===== config.mk =====
export PLATFORM = sky130hd
export DESIGN_NAME = uart_rx_fifo
export DESIGN_NICKNAME = d
export VERILOG_FILES = /design/src/rtl/uart_rx_fifo.sv
export SDC_FILE = /design/constraint.sdc
export NUM_CORES = 1
export LEC_CHECK = 0
export ABC_AREA = 1
export CAP_MARGIN = 20
export CORE_ASPECT_RATIO = 0.75
export CORE_MARGIN = 2
export CORE_UTILIZATION = 50
export DETAILED_ROUTE_END_ITERATION = 8
export PLACE_DENSITY_LB_ADDON = 0.12
export SYNTH_ARGS = -nofsm -noshare
export SYNTH_HDL_FRONTEND = slang
export SYNTH_SLANG_ARGS = --single-unit

===== constraint.sdc =====
create_clock -name clk -period 2.85 [get_ports clk]
set_clock_uncertainty 0.1 [all_clocks]
set_input_delay 0.57 -clock clk [delete_from_list [all_inputs] [get_ports clk]]
set_output_delay 0.57 -clock clk [all_outputs]
set_load 0.01 [all_outputs]

===== src/rtl/uart_rx_fifo.sv =====
// ---------------------------------------------------------------------------
// uart_rx_fifo
//   UART receiver (configurable divider, data width, parity, stop bits) with
//   glitch rejection on the start bit, sticky error flags and a
//   first-word-fall-through output FIFO.
//
// Parameters
//   CLK_DIV    clk cycles per bit (even, >= 4)
//   DATA_BITS  data bits per character (5..9)
//   PARITY     0 none, 1 odd, 2 even
//   STOP_BITS  1 or 2
//   FIFO_DEPTH FIFO entries (power of two, >= 2)
//
// Ports
//   clk         single clock, everything on posedge
//   reset       synchronous, active-high
//   rx          asynchronous serial input, idle high
//   rd_en       pop the head entry (ignored while rd_valid=0)
//   rd_data     FIFO head, valid while rd_valid=1 (0 when empty)
//   rd_valid    FIFO not empty
//   fifo_count  FIFO occupancy, 0..FIFO_DEPTH
//   err_clr     clears the sticky error flags
//   frame_err   sticky: a stop bit was sampled low
//   parity_err  sticky: a parity mismatch occurred
//   overrun     sticky: a character was dropped because the FIFO was full
//   busy        receiver FSM is not idle
// ---------------------------------------------------------------------------
module uart_rx_fifo #(
   parameter int CLK_DIV    = 20,
   parameter int DATA_BITS  = 8,
   parameter int PARITY     = 0,
   parameter int STOP_BITS  = 1,
   parameter int FIFO_DEPTH = 16
) (
   input  logic                          clk,
   input  logic                          reset,
   input  logic                          rx,
   input  logic                          rd_en,
   output logic [DATA_BITS-1:0]          rd_data,
   output logic                          rd_valid,
   output logic [$clog2(FIFO_DEPTH):0]   fifo_count,
   input  logic                          err_clr,
   output logic                          frame_err,
   output logic                          parity_err,
   output logic                          overrun,
   output logic                          busy
);

   localparam int AW = $clog2(FIFO_DEPTH);
   localparam int CW = $clog2(CLK_DIV);
   localparam int BW = $clog2(DATA_BITS);

   localparam logic [CW-1:0] HALF_M1   = CW'(CLK_DIV/2 - 1);
   localparam logic [CW-1:0] FULL_M1   = CW'(CLK_DIV - 1);
   localparam logic [BW-1:0] LAST_BIT  = BW'(DATA_BITS - 1);
   localparam logic          STOP_LAST = 1'(STOP_BITS - 1);
   localparam logic [AW:0]   DEPTH_V   = (AW+1)'(FIFO_DEPTH);

   typedef enum logic [2:0] {
      S_IDLE,
      S_START,
      S_DATA,
      S_PARITY,
      S_STOP,
      S_WAIT_IDLE
   } state_t;

   // ------------------------------------------------------------------
   // rx synchroniser; r_rxs is the only copy of the line the FSM sees
   // ------------------------------------------------------------------
   logic r_sync1;
   logic r_rxs;

   always_ff @(posedge clk) begin
      if (reset) begin
         r_sync1 <= 1'b1;
         r_rxs   <= 1'b1;
      end else begin
         r_sync1 <= rx;
         r_rxs   <= r_sync1;
      end
   end

   // ------------------------------------------------------------------
   // Receiver FSM
   // ------------------------------------------------------------------
   state_t               r_state;
   logic [CW-1:0]        r_cnt;
   logic [BW-1:0]        r_bit_idx;
   logic                 r_stop_idx;
   logic [DATA_BITS-1:0] r_shift;
   logic                 r_par_bad;
   logic                 r_busy;

   logic w_sample;
   logic w_par_exp;
   logic w_stop_tick;
   logic w_frame_ev;
   logic w_last_stop;
   logic w_par_ev;
   logic w_push;

   assign w_sample  = (r_cnt == FULL_M1);
   // Even parity: the parity bit equals XOR of data; odd: its complement.
   assign w_par_exp = (PARITY == 2) ? ^r_shift : ~^r_shift;

   // Character outcome is decided on the stop-bit sample itself so the
   // push lands in the FIFO at that same edge.
   assign w_stop_tick = (r_state == S_STOP) && w_sample;
   assign w_frame_ev  = w_stop_tick && !r_rxs;
   assign w_last_stop = w_stop_tick && r_rxs && (r_stop_idx == STOP_LAST);
   assign w_par_ev    = w_last_stop && r_par_bad;
   assign w_push      = w_last_stop && !r_par_bad;

   always_ff @(posedge clk) begin
      if (reset) begin
         r_state    <= S_IDLE;
         r_cnt      <= '0;
         r_bit_idx  <= '0;
         r_stop_idx <= 1'b0;
         r_shift    <= '0;
         r_par_bad  <= 1'b0;
         r_busy     <= 1'b0;
      end else begin
         case (r_state)
            S_IDLE: begin
               if (!r_rxs) begin
                  r_state <= S_START;
                  r_cnt   <= '0;
                  r_busy  <= 1'b1;
               end
            end

            // Re-check the line at mid start bit; high there means the
            // falling edge was a glitch.
            S_START: begin
               if (r_cnt == HALF_M1) begin
                  r_cnt <= '0;
                  if (r_rxs) begin
                     r_state <= S_IDLE;
                     r_busy  <= 1'b0;
                  end else begin
                     r_state   <= S_DATA;
                     r_bit_idx <= '0;
                     r_par_bad <= 1'b0;
                  end
               end else begin
                  r_cnt <= r_cnt + 1'b1;
               end
            end

            S_DATA: begin
               if (w_sample) begin
                  r_cnt     <= '0;
                  r_shift   <= {r_rxs, r_shift[DATA_BITS-1:1]};  // LSB first
                  r_bit_idx <= r_bit_idx + 1'b1;
                  if (r_bit_idx == LAST_BIT) begin
                     r_stop_idx <= 1'b0;
                     r_state    <= (PARITY != 0) ? S_PARITY : S_STOP;
                  end
               end else begin
                  r_cnt <= r_cnt + 1'b1;
               end
            end

            S_PARITY: begin
               if (w_sample) begin
                  r_cnt     <= '0;
                  r_par_bad <= (r_rxs != w_par_exp);
                  r_state   <= S_STOP;
               end else begin
                  r_cnt <= r_cnt + 1'b1;
               end
            end

            S_STOP: begin
               if (w_sample) begin
                  r_cnt <= '0;
                  if (!r_rxs) begin
                     r_state <= S_WAIT_IDLE;
                  end else if (r_stop_idx == STOP_LAST) begin
                     r_state <= S_IDLE;
                     r_busy  <= 1'b0;
                  end else begin
                     r_stop_idx <= r_stop_idx + 1'b1;
                  end
               end else begin
                  r_cnt <= r_cnt + 1'b1;
               end
            end

            // Line held low (break): wait for it to return high before
            // hunting for the next start bit.
            S_WAIT_IDLE: begin
               if (r_rxs) begin
                  r_state <= S_IDLE;
                  r_busy  <= 1'b0;
               end
            end

            default: begin
               r_state <= S_IDLE;
               r_busy  <= 1'b0;
            end
         endcase
      end
   end

   assign busy = r_busy;

   // ------------------------------------------------------------------
   // FWFT FIFO
   // ------------------------------------------------------------------
   logic [DATA_BITS-1:0] r_mem [FIFO_DEPTH];
   logic [AW-1:0]        r_wr_ptr;
   logic [AW-1:0]        r_rd_ptr;
   logic [AW:0]          r_count;

   logic w_pop;
   logic w_full;
   logic w_wr;
   logic w_ovr_ev;

   assign w_pop    = rd_en && (r_count != '0);
   assign w_full   = (r_count == DEPTH_V);
   // A full FIFO still takes a push when the head leaves in the same cycle.
   assign w_wr     = w_push && (!w_full || w_pop);
   assign w_ovr_ev = w_push && w_full && !w_pop;

   always_ff @(posedge clk) begin
      if (w_wr && !reset) begin
         r_mem[r_wr_ptr] <= r_shift;
      end
   end

   always_ff @(posedge clk) begin
      if (reset) begin
         r_wr_ptr <= '0;
         r_rd_ptr <= '0;
         r_count  <= '0;
      end else begin
         if (w_wr) begin
            r_wr_ptr <= r_wr_ptr + 1'b1;
         end
         if (w_pop) begin
            r_rd_ptr <= r_rd_ptr + 1'b1;
         end
         case ({w_wr, w_pop})
            2'b10:   r_count <= r_count + 1'b1;
            2'b01:   r_count <= r_count - 1'b1;
            default: r_count <= r_count;
         endcase
      end
   end

   assign rd_valid   = (r_count != '0);
   assign rd_data    = rd_valid ? r_mem[r_rd_ptr] : '0;
   assign fifo_count = r_count;

   // ------------------------------------------------------------------
   // Sticky error flags; a new event beats a simultaneous clear.
   // ------------------------------------------------------------------
   logic r_frame_err;
   logic r_parity_err;
   logic r_overrun;

   always_ff @(posedge clk) begin
      if (reset) begin
         r_frame_err  <= 1'b0;
         r_parity_err <= 1'b0;
         r_overrun    <= 1'b0;
      end else begin
         r_frame_err  <= (r_frame_err  && !err_clr) || w_frame_ev;
         r_parity_err <= (r_parity_err && !err_clr) || w_par_ev;
         r_overrun    <= (r_overrun    && !err_clr) || w_ovr_ev;
      end
   end

   assign frame_err  = r_frame_err;
   assign parity_err = r_parity_err;
   assign overrun    = r_overrun;

endmodule

After elaboration in Yosys (flattened, before gate mapping)
Memories as Yosys holds them, arrays and structs flattened. A register that Yosys moved wholly into a read port is not among the register bits.
Index checks and enable logic that the tools add are counted.
- $lt $le $gt $ge: 0
- multiply operators: 0
- shifts and indexed selects: 0
- reduce and logical (&&, ||, !) cells: 41
- equality and inequality tests: 23
- add/sub/neg operators: 7
- bitwise operators: 2
- div/mod/pow operators: 0
- multiplexer cells: 42
- operators by type and width (operator ; number):
    3-bit 2-to-1 mux ; 12
    2-bit != test, second input constant ; 10
    3-bit one-hot mux with 6 select lines ; 1
    1-bit 2-to-1 mux ; 16
    5-bit 2-to-1 mux ; 3
    5-bit one-hot mux with 3 select lines ; 1
    1-bit logical AND ; 14
    5-bit by 1-bit adder with 5-bit output, second input constant ; 2
    5-bit == test, second input constant ; 2
    5-bit one-hot mux with 2 select lines ; 1
    3-bit == test, second input constant ; 3
    4-bit by 1-bit adder with 4-bit output, second input constant ; 2
    4-bit 2-to-1 mux ; 2
    8-bit 2-to-1 mux ; 1
    4-bit AND reduction ; 2
    8-bit AND reduction ; 1
    2-bit nonzero test ; 4
    8-bit XNOR reduction ; 1
    3-bit by 2-bit == test with 1-bit output, second input constant ; 2
    1-bit zero test ; 6
    3-bit one-hot mux with 2 select lines ; 1
    6-bit AND reduction ; 1
    5-bit by 4-bit == test with 1-bit output, second input constant ; 1
    1-bit one-hot mux with 5 select lines ; 1
    other kinds (19) ; 25
- bits in latches: 0
- output and inout port bits: 18
- RAM bits: 128
- logic and storage cells: 131
- register bits: 40
- memories kept: 1
- bits of input ports: 5
- ROM bits: 0
- memory list (name ; depth ; bits a word ; rd ports ; clocked after memory_dff ; wr ports ; RTL line ; source):
    r_mem ; 16 ; 8 ; 1 ; 1 ; 1 ; 214 ; logic [DATA_BITS-1:0] r_mem [FIFO_DEPTH];

Depth between registers and ports, before layout
- depth after elaboration: 9
- depth in mapped cells: 17

Worst setup path after synthesis
No wires, ideal clock.
- path type: reg-to-reg
- start point: reg r_cnt[0]
- end point: reg r_count[4], in the netlist fifo_count[4]
- path slack: 0.463 ns
- buffers on the path: 0
- cell stages (with the launch flop): 18
- period minus slack after synthesis: 2.387 ns
- arrival: 2.172 ns
- cells stage by stage: dfxtp_1 > ha_1 > nand2_1 > nor2_2 > nand2_2 > nor2_4 > nand2_4 > nand2_2 > inv_1 > fa_1 > nand2_1 > nand2_1 > a21oi_1 > nand2_1 > nand2_1 > nand3_1 > nand2_1 > nor2_1
- cells in the longest elaborated chain, start to end: 8
- elaborated cells between the ends (all ways): 10
- classes of those cells: 3 x eq/ne; 1 x mux; 6 x reduce/logical
- RTL lines (item ; RTL line ; source):
    start, declared ; 88 ; logic [CW-1:0] r_cnt;
    start signal, assigned ; 148 ; r_cnt <= r_cnt + 1'b1;
    start signal, assigned ; 162 ; r_cnt <= r_cnt + 1'b1;
    start signal, assigned ; 172 ; r_cnt <= r_cnt + 1'b1;
    5-bit == test * ; 103 ; assign w_sample = (r_cnt == FULL_M1);
    1-bit logical AND * ; 109 ; assign w_stop_tick = (r_state == S_STOP) && w_sample;
    1-bit logical AND * (2 in series) ; 111 ; assign w_last_stop = w_stop_tick && r_rxs && (r_stop_idx == STOP_LAST);
    1-bit logical AND * ; 113 ; assign w_push = w_last_stop && !r_par_bad;
    1-bit logical AND * ; 227 ; assign w_wr = w_push && (!w_full || w_pop);
    2-bit by 1-bit == test with 1-bit output or 2-bit == test (tied branches) ; 248 ; case ({w_wr, w_pop})
    5-bit one-hot mux with 2 select lines or 2-bit nonzero test (tied branches) ; -- ;
    end signal, assigned ; 249 ; 2'b10: r_count <= r_count + 1'b1;
    end signal, assigned ; 250 ; 2'b01: r_count <= r_count - 1'b1;
    end signal, assigned ; 251 ; default: r_count <= r_count;
    end, declared ; 217 ; logic [AW:0] r_count;
Every way passes the cells marked *; elsewhere a longest branch is shown, timed or not.
A chain may end at the register's enable or synchronous reset.

==> results.yml <==
routing:
  wl_per_cell_um: 19.8
  vias: 5356
  ant_nets: 0
  dr.pass1.iters: 5
  drc: 0
  vias_per_cell: 5.70
  wl_um: 18600
  drtIter0Drc: 804
synthesis:
  synth-xor-area-share: 0.00831
  yosys.area_share.simple: 0.154
  synth_area_um2: 7380
  synth_cell_type_count: 35
  synth-seq-cells: 171
  synth_ff_type: "edfxtp_1"
  async_flop_share: 0
  synth-adder-area-share: 0.0231
  syn_nets: 693
  synth-edff-count: 128
  yosys_warnings: 0
  netlist_instances: 675
  synth_compound_area_frac: 0.133
  seq_area_frac_synth: 0.637
  syn_avg_cell_area_um2: 10.9
  synth.area.mux_share: 0
  synth_top_family_by_area: "simple AND/OR/NAND/NOR gates"
placement:
  place_area_um2: 8040
  place_hpwl_um: 11600
  routabilityCongestion: 0.911
  io_buffers: 22
floorplanning:
  die_w_um: 144
  core_um2: 14500
  dieArea_um2: 15800
  io_pins: 23
  die_y_um: 109
  initial_core_util: 0.511
  num_rows: 38
hold_path:
  hp-class: "reg2reg"
timing:
  tightestPinTransition_ns: 0.582
  slew_headroom: 0.612
  period_minus_slack_ns: 2.79
  setup_viol: 0
  fmax_ghz: 0.358
  period_share: 0.980
  rsz0062_at_grt: "no"
  hold_viol: 0
  hold_ws_ns: 0.311
  finalMaxSlewViolations: 0
job:
  cap_violations: 0
clocking:
  cts.sinks: 171
  insertion_delay_ns: 0.43
  cts_made_buffers: 17
  cts.reportedPaths.clkPinSlew_ns: 0.06
  cts-htree-levels: 4
  ctsHoldBuffers: 0
  tritoncts: "built"
  cts.path.max_buffers: 2
  cts-root-buf: "clkbuf_16"
global_route:
  antenna_found_initial: 0
  gr-usage-all-layers: 0.240
  grt_max_degree: 65
  grt-ovfl-total: 0
  grt_pass1_wl_um: 27700
  first_global_vias: 4918
final_layout:
  antennaDiodeCount: 0
  fin_nets: 745
  num-fill-cells: 1150
  design_area_um2: 8920
  final_layout_size_suffix_gt1_frac: 0.162
  area_delta_synth_final_pct: 20.9
setup_path:
  crit_type: "reg2out"
  crit_required_ns: 2.18
  end_kind: "output port"
  arrival_ns: 2.12
  crit_fanout: 32
  critPathLaunchType: "register"
power:
  powerDensity_nw_per_um2: 622
  vdd.ir_drop.worst_v: 0.000399
  leakage_nw: 3.76
run_status:
  status: "complete, no violations"
power by group:
group          internal [mW]  switching (mW)
Clock                   1.41           0.938
Combinational          0.157           0.318
Sequential              2.68          0.0396
Total                   4.25            1.30
cell usage after synthesis (8+ instances only):
| master | instances | area share |
|---|---|---|
| a21oi_1 | 34 | 0.023 |
| clkbuf_1 | 19 | 0.0097 |
| o21ai_0 | 49 | 0.033 |
| dfxtp_1 | 43 | 0.12 |
| o221ai_1 | 32 | 0.038 |
| nand3_1 | 37 | 0.025 |
| ha_1 | 12 | 0.020 |
| nand2_1 | 67 | 0.034 |
| o21bai_1 | 32 | 0.033 |
| inv_1 | 50 | 0.025 |
| edfxtp_1 | 128 | 0.52 |
| nor2_1 | 109 | 0.055 |
| buf_2 | 8 | 0.0054 |
| nor3_2 | 9 | 0.012 |
per-stage QoR:
step / worst slack [ns] / std cells / setup TNS (ns) / power, mW / util
6_report: 0.0583 / 940 / 0 / 5.55 / 0.617
5_1_grt: 0.0304 / 940 / 0 / 5.73 / 0.617
4_1_cts: -0.225 / 934 / -1.33 / 5.55 / 0.601
3_5_place_dp: 0.204 / 902 / 0 / 3.24 / 0.556
3_3_place_gp: 0.221 / 902 / 0 / 3.22 / 0.556
2_1_floorplan: 0.463 / 675 / 0 / 3.12 / -
path summary, 6_finish.rpt:
path                                from             to  slack (ns)  depth (start not counted)
worst max-delay path            register     rd_data[0]        0.06                          6
worst min-delay path             r_sync1          r_rxs        0.31                          1
worst min register to register   r_sync1          r_rxs        0.31                          1
worst max register to register  r_cnt[0]  fifo_count[4]        0.28                         17
critical path, stage by stage, from the launching register on:
cell and delay, ns:
dfxtp_4 0.41, clkbuf_16 0.23, o21ai_0 0.13, o221ai_1 0.34
nand3_1 0.13, a21oi_1 0.16, dlygate4sd2_1 0.29
state kept, by name (all words and copies together), names as in the netlist, named ones only:
| register | flops |
|---|---|
| r_state | 3 |
| r_cnt | 5 |
| fifo_count | 5 |
| r_mem | 128 |
| r_rxs | 1 |
| r_wr_ptr | 4 |
| overrun | 1 |
| r_bit_idx | 3 |
| r_shift | 8 |
| busy | 1 |
| r_par_bad | 1 |
| r_sync1 | 1 |
| frame_err | 1 |
| r_rd_ptr | 4 |
| parity_err | 1 |
timing repair:
action	CTS	global route
endpoints found under the setup margin	8	8
setup buffers	0	1
gates resized for setup	9	21
gates cloned	0	5
pin swaps	0	3
cell type report:
class / instances / area (um2) / share of cell area
flip-flops and latches: 171 / 4710 / 0.528
multi-input cells: 419 / 2450 / 0.275
repair buffers: 63 / 694 / 0.0779
inverters: 55 / 213 / 0.0238
clock inverters: 13 / 149 / 0.0167
well taps: 200 / 250 / 0.0281
clock buffers: 19 / 453 / 0.0508
kinds of logic after synthesis:
kind of cell / Yosys count
flops: 171
compound gates: 155
simple gates: 244
xor+xnor: 7
buf+inv: 85
fa+ha+maj: 13
layer usage:
metal,track usage,up-vias,share of wire
met5,0,-,0
met4,0.0749,0,0.018
met2,0.334,242,0.42
li1,-,2499,-
met3,0.0650,28,0.081
met1,0.364,2587,0.48
layout by cell type (no fill, tap or decap), drive strengths merged, types with 12 or more instances in the layout:
master / Yosys / routed
nand3: 39 / 39
a21oi: 34 / 34
nand2: 72 / 72
inv: 54 / 53
clkdlybuf4s50: 0 / 14
o21bai: 32 / 32
dfxtp: 43 / 43
buf: 11 / 36
o221ai: 32 / 32
o21ai: 54 / 54
nor2: 113 / 113
clkbuf: 19 / 24
edfxtp: 128 / 128
ha: 12 / 12
nor3: 12 / 12
(Power assumes the default switching activity.)
